`src/rtl/lsu_pkg.sv`:
```
// lsu_pkg: shared mem_op encodings, bundle field offsets and LSU state type
package lsu_pkg;
  localparam logic [2:0] OP_B  = 3'b000;
  localparam logic [2:0] OP_H  = 3'b001;
  localparam logic [2:0] OP_BU = 3'b100;
  localparam logic [2:0] OP_HU = 3'b101;
  localparam int EXU_W  = 109;
  localparam int LSU_W  = 104;
  localparam int EX_ALU = 77;
  localparam int EX_SD  = 45;
  localparam int EX_REN = 44;
  localparam int EX_WEN = 43;
  localparam int EX_OP  = 40;
  localparam int EX_RDW = 39;
  localparam int EX_RDA = 34;
  localparam int EX_SEL = 32;
  localparam int EX_CSR = 0;
  localparam int LS_ALU = 72;
  localparam int LS_LD  = 40;
  typedef enum logic [1:0] {IDLE, REQ, RESP, DONE} state_t;
endpackage

```
`src/rtl/lsu_align.sv`:
```
// lsu_align: load extract/extend, store lane/mask generation, misalign detection
module lsu_align import lsu_pkg::*; #(
  parameter int WIDTH = 32
) (
  input  logic [1:0]       addr,
  input  logic [2:0]       op,
  input  logic             wen,
  input  logic [WIDTH-1:0] sdata,
  input  logic [WIDTH-1:0] rdata,
  output logic [WIDTH-1:0] wdata,
  output logic [3:0]       wmask,
  output logic [WIDTH-1:0] ldata,
  output logic             misalign
);
  logic is_b, is_h, uns;
  logic [7:0] b;
  logic [15:0] h;
  // stores decode only SB/SH exactly, loads also accept the unsigned forms; everything else is a word
  always_comb begin
    is_b = wen ? op == OP_B : (op == OP_B || op == OP_BU);
    is_h = wen ? op == OP_H : (op == OP_H || op == OP_HU);
    uns = op == OP_BU || op == OP_HU;
    b = rdata[{addr, 3'b000} +: 8];
    h = rdata[{addr[1], 4'b0000} +: 16];
    misalign = is_h ? addr[0] : (is_b ? 1'b0 : |addr);
    wdata = is_b ? {4{sdata[7:0]}} : (is_h ? {2{sdata[15:0]}} : sdata);
    wmask = !wen ? 4'b0000 : (is_b ? 4'b0001 << addr : (is_h ? 4'b0011 << {addr[1], 1'b0} : 4'b1111));
    ldata = is_b ? {{24{~uns & b[7]}}, b} : (is_h ? {{16{~uns & h[15]}}, h} : rdata);
  end
endmodule

```
`src/rtl/lsu_stage.sv`:
```
// lsu_stage: multi-cycle load/store unit between EXU and WBU
module lsu_stage import lsu_pkg::*; #(
  parameter int WIDTH = 32
) (
  input  logic             clk,
  input  logic             rst,
  input  logic             exu_valid,
  output logic             exu_ready,
  input  logic [EXU_W-1:0] exu_data,
  output logic             mem_req_valid,
  input  logic             mem_req_ready,
  output logic [WIDTH-1:0] mem_req_addr,
  output logic             mem_req_wen,
  output logic [WIDTH-1:0] mem_req_wdata,
  output logic [3:0]       mem_req_wmask,
  input  logic             mem_resp_valid,
  input  logic [WIDTH-1:0] mem_resp_rdata,
  output logic             lsu_valid,
  output logic [LSU_W-1:0] lsu_data,
  output logic             lsu_misalign
);
  state_t state;
  logic [EXU_W-1:0] bun, cur;
  logic [WIDTH-1:0] wdata, ldata;
  logic [3:0] wmask;
  logic a_mis, mem, mis, go_req;
  logic [LSU_W-1:0] done_data;
  // in IDLE the incoming bundle drives decode so the accept decision is made the same cycle
  always_comb begin
    cur = state == IDLE ? exu_data : bun;
    mem = cur[EX_REN] | cur[EX_WEN];
    mis = mem & a_mis;
    go_req = mem & ~a_mis;
    done_data = {cur[EX_ALU +: WIDTH],
                 (state == RESP && cur[EX_REN] && !cur[EX_WEN]) ? ldata : {WIDTH{1'b0}},
                 cur[EX_RDW] & ~mis, cur[EX_RDA +: 5], cur[EX_SEL +: 2], cur[EX_CSR +: 32]};
  end
  lsu_align #(.WIDTH(WIDTH)) u_align (
    .addr(cur[EX_ALU +: 2]),
    .op(cur[EX_OP +: 3]),
    .wen(cur[EX_WEN]),
    .sdata(cur[EX_SD +: WIDTH]),
    .rdata(mem_resp_rdata),
    .wdata(wdata),
    .wmask(wmask),
    .ldata(ldata),
    .misalign(a_mis)
  );
  // FSM with registered handshake, request and writeback outputs
  always_ff @(posedge clk) begin
    if (rst) begin
      state <= IDLE;
      bun <= '0;
      exu_ready <= 1'b1;
      mem_req_valid <= 1'b0;
      mem_req_addr <= '0;
      mem_req_wen <= 1'b0;
      mem_req_wdata <= '0;
      mem_req_wmask <= '0;
      lsu_valid <= 1'b0;
      lsu_misalign <= 1'b0;
      lsu_data <= '0;
    end else begin
      lsu_valid <= 1'b0;
      lsu_misalign <= 1'b0;
      case (state)
        IDLE: if (exu_valid) begin
          bun <= exu_data;
          exu_ready <= 1'b0;
          state <= go_req ? REQ : DONE;
          mem_req_valid <= go_req;
          lsu_valid <= ~go_req;
          lsu_misalign <= mis;
          if (go_req) begin
            mem_req_addr <= cur[EX_ALU +: WIDTH];
            mem_req_wen <= cur[EX_WEN];
            mem_req_wdata <= wdata;
            mem_req_wmask <= wmask;
          end else
            lsu_data <= done_data;
        end
        REQ: if (mem_req_ready) begin
          state <= RESP;
          mem_req_valid <= 1'b0;
        end
        RESP: if (mem_resp_valid) begin
          state <= DONE;
          lsu_valid <= 1'b1;
          lsu_data <= done_data;
        end
        default: begin
          state <= IDLE;
          exu_ready <= 1'b1;
        end
      endcase
    end
  end
endmodule

```
`config.mk`:
```
export PLATFORM = sky130hd
export DESIGN_NAME = lsu_stage
export DESIGN_NICKNAME = d
export VERILOG_FILES = /design/src/rtl/lsu_pkg.sv /design/src/rtl/lsu_align.sv /design/src/rtl/lsu_stage.sv
export SDC_FILE = /design/constraint.sdc
export NUM_CORES = 1
export LEC_CHECK = 0
export BUFFER_PORTS_ARGS = -buffer_cell sky130_fd_sc_hd__buf_2
export CORE_MARGIN = 5
export CORE_UTILIZATION = 50
export CTS_CLUSTER_SIZE = 14
export DETAILED_ROUTE_END_ITERATION = 10
export GPL_ROUTABILITY_DRIVEN = 0
export PLACE_DENSITY_LB_ADDON = 0.3
export SLEW_MARGIN = 20
export SYNTH_ARGS = -nofsm -noshare
export SYNTH_HDL_FRONTEND = slang
export SYNTH_SLANG_ARGS = --single-unit
export TNS_END_PERCENT = 10
```
`constraint.sdc`:
```
create_clock -name clk -period 2.9 [get_ports clk]
set_clock_uncertainty 0.05 [all_clocks]
set_input_delay 0.29 -clock clk [delete_from_list [all_inputs] [get_ports clk]]
set_output_delay 0.29 -clock clk [all_outputs]
set_load 0.05 [all_outputs]
```
==> results.toml <==
[sta]
drv_slew = 0
min_period_ns = 2.69
min_period_over_period_pct = 92.9
rsz0062_at_grt = "no"
relSlewSlack_pct = 50.8
finalSetupTns_ns = 0
fmax_ghz = 0.371
setup_violations = 0
finalHoldViolCount = 0
tightestPinTransition_ns = 0.738

[global_routing]
grt_pass1_vias = 11600
grt_overflow = 0
grt_pass1_wl_um = 60400
grt.total_usage_pct = 25.8
grt_max_degree = 112
antenna_found_initial = 2

[yosys]
seq_area_frac_synth_pct = 47.4
ys_types = 46
synth_nets = 1584
synth_top_cell_by_area = "dfxtp_1"
synthTopCellsByCount = "nand2_1, dfxtp_1, a21oi_1"
synth_area_per_cell_um2 = 8.49
yosys.area_share.simple_pct = 16.9
synth_area_leaders = "dfxtp_1, nand2_1, mux2i_1"
ys_warn_count = 0
synth_flop_cell = "dfxtp_1"
synth_compound_area_share_pct = 19.1
synth_top_cell_area_share_pct = 47.4
ys_ff_latch = 288
async_flop_share_pct = 0
syn-cell-area_um2 = 12200
synth_top_family_by_area = "compound AO/OA/AOI/OAI gates"
synthesis.instances = 1434
synth_most_common_cell = "nand2_1"
synth-adder-area-share_pct = 0.411
synth_edf_count = 0
muxShareOfSynthArea_pct = 10.8
synth_xor_xnor_area_share_pct = 0

[clocking]
root_buffer = "clkbuf_16"
clk_pin_slew_ns = 0.06
h-tree-depth = 1
clk_latency_ns = 0.54
cts_sinks = 288
clockBufferDepth = 3
cts_buffers = 30
cts_tree = "done"

[worst_setup_path]
worstRegToRegCells = 9
r2r_end = "mem_req_wdata[22]"
crit_required_ns = 3.24
crit_path_max_fanout = 27
reg2reg_setup_slack_ns = 0.21
timing_worst_setup_path_type = "flop to flop"
crit_path_end_kind = "flop"
r2r-start = "state[0]"
cp-endpoint = "mem_req_wdata[22]"
cp.arrival_ns = 3.04
cp-start-kind = "flop"
cp-startpoint = "state[0]"

[power]
finalPower_mw = 18.1
vdd_drop_max_v = 0.000671
leakage_nw = 7.01
power_density_nw_per_um2 = 1130

[run_status]
status = "finished clean"

[final_layout]
final_nets = 1961
drive_above_1_share_pct = 23.1
syn2layout_area_growth_pct = 32.4
stdcell_count = 2159
fillers = 1949

[placement]
dp.cells = 1985
place_hpwl_um = 23700
io_buffer_count = 322

[worst_hold_path]
hold_path_class = "input port to flop"

[route]
drtIter0Drc = 1012
route.detailed.drc = 0
dr_total_vias = 11600
postRouteAntennaNets = 0
routed_wirelength_um = 37300
avgViaCountPerCell = 5.39
drt_first_pass_iters = 5
routedWlPerCell_um = 17.3

[floorplan]
core_area_um2 = 24200
ios = 323
die_w_um = 166
initial_core_util_pct = 50.4
die_h_um = 166
dieArea_um2 = 27600
placementRows = 57

[flow_run]
cap_viol_max_count = 0
[per-layer routing]
metal	track usage (%)	share of wire (%)	vias up
met3	6.71	8.1	89
met4	9.15	3.3	0
met2	43.4	47	452
met5	0	0	-
met1	32.3	41	5389
li1	-	-	5702
[flip-flops by register name, indices dropped and copies added, names as in the netlist]
name,flops
bun,109
exu_ready,1
lsu_data,104
lsu_misalign,1
lsu_valid,1
mem_req_addr,32
mem_req_valid,1
mem_req_wdata,32
mem_req_wen,1
mem_req_wmask,4
state,2
[repair_timing]
item / CTS / global route
resized for setup: 0 / 2
hold buffers: 118 / 0
endpoints found under the setup margin: 0 / 36
hold endpoints to repair: 148 / 0
buffers inserted: 0 / 0
[cell families (layout without fill, tap and decap cells)]
| group | count (synthesis) | after routing |
|---|---|---|
| buffers and inverters | 133 | 532 |
| AO/OA/AOI/OAI | 365 | 365 |
| multiplexers | 128 | 128 |
| AND/OR/NAND/NOR | 516 | 516 |
| adder cells (fa/ha/maj) | 4 | 4 |
| flip-flops | 288 | 288 |
| other | 0 | 2 |
[stage by stage]
| step | util, % | setup slack [ns] | cell area (µm²) | hold WS [ns] |
|---|---|---|---|---|
| after floorplan | - | 0.635 | 12200 | 0.376 |
| after global placement | 57.4 | 0.351 | 13900 | 0.388 |
| after detailed placement | 57.4 | 0.190 | 13900 | 0.392 |
| after CTS | 66.6 | 0.183 | 16100 | 0.00353 |
| after global routing | 66.7 | 0.0398 | 16100 | 0.0317 |
| final | 66.7 | 0.207 | 16100 | 0.0223 |
[worst min path at each step]
stage,from,endpoint,slack (ns),cells after the start
finish,mem_resp_valid,lsu_valid,0.02,3
global route,mem_resp_rdata[30],lsu_data[70],0.03,3
CTS,mem_resp_valid,lsu_valid,0.004,3
detailed placement,lsu_data[44],lsu_data[44],0.39,1
global placement,bun[68],bun[68],0.39,2
floorplan,exu_data[62],bun[62],0.38,2
[worst max-delay path: stages (launching register included)]
cell     delay, ns
dfxtp_1       0.39
inv_1         0.11
ha_4          0.26
a211o_1       0.38
o21a_1        0.18
o21ai_2       0.19
and3_4        0.45
buf_12        0.24
mux2i_1       0.22
nor2_1        0.06
[cells in the final DEF, fill, tap and decap left out, types with 3 or more instances in the layout]
| cell type | netlist | final |
|---|---|---|
| bufinv_16 | 0 | 5 |
| a211oi_1 | 105 | 105 |
| o21ai_0 | 6 | 6 |
| clkbuf_1 | 62 | 5 |
| clkinv_2 | 0 | 7 |
| nor2_1 | 135 | 134 |
| nand2b_1 | 5 | 5 |
| a21oi_1 | 188 | 188 |
| a22o_1 | 8 | 8 |
| dlygate4sd3_1 | 0 | 118 |
| dfxtp_1 | 288 | 288 |
| buf_4 | 6 | 18 |
| a31oi_1 | 9 | 9 |
| nand3_1 | 16 | 16 |
| nor2b_1 | 19 | 19 |
| buf_2 | 34 | 321 |
| clkbuf_8 | 0 | 5 |
| buf_12 | 0 | 5 |
| mux2_2 | 12 | 12 |
| ha_1 | 4 | 3 |
| mux2i_1 | 114 | 114 |
| nand2_1 | 322 | 320 |
| and2_1 | 9 | 8 |
| a311oi_1 | 8 | 8 |
| o2bb2ai_1 | 24 | 24 |
| clkbuf_16 | 0 | 31 |
| nor3_1 | 5 | 5 |
| inv_1 | 14 | 14 |
[power breakdown]
part           internal (mW)  switching, mW  total [mW]
registers               4.84          0.461        5.30
logic                   2.69           6.10        8.78
clock network           2.49           1.57        4.06
[area by class of cell]
| class | count | area, µm² | share of cell area (%) |
|---|---|---|---|
| Antenna cell | 2 | 5.00 | 0.0310 |
| Clock buffer | 40 | 850 | 5.27 |
| Clock inverter | 14 | 200 | 1.24 |
| Inverter | 14 | 52.6 | 0.326 |
| Multi-Input combinational cell | 1013 | 5800 | 36.0 |
| Sequential cell | 288 | 5770 | 35.8 |
| Tap cell | 324 | 405 | 2.51 |
| Timing Repair Buffer | 464 | 3050 | 18.9 |
Power figures use the tool's default switching activity.
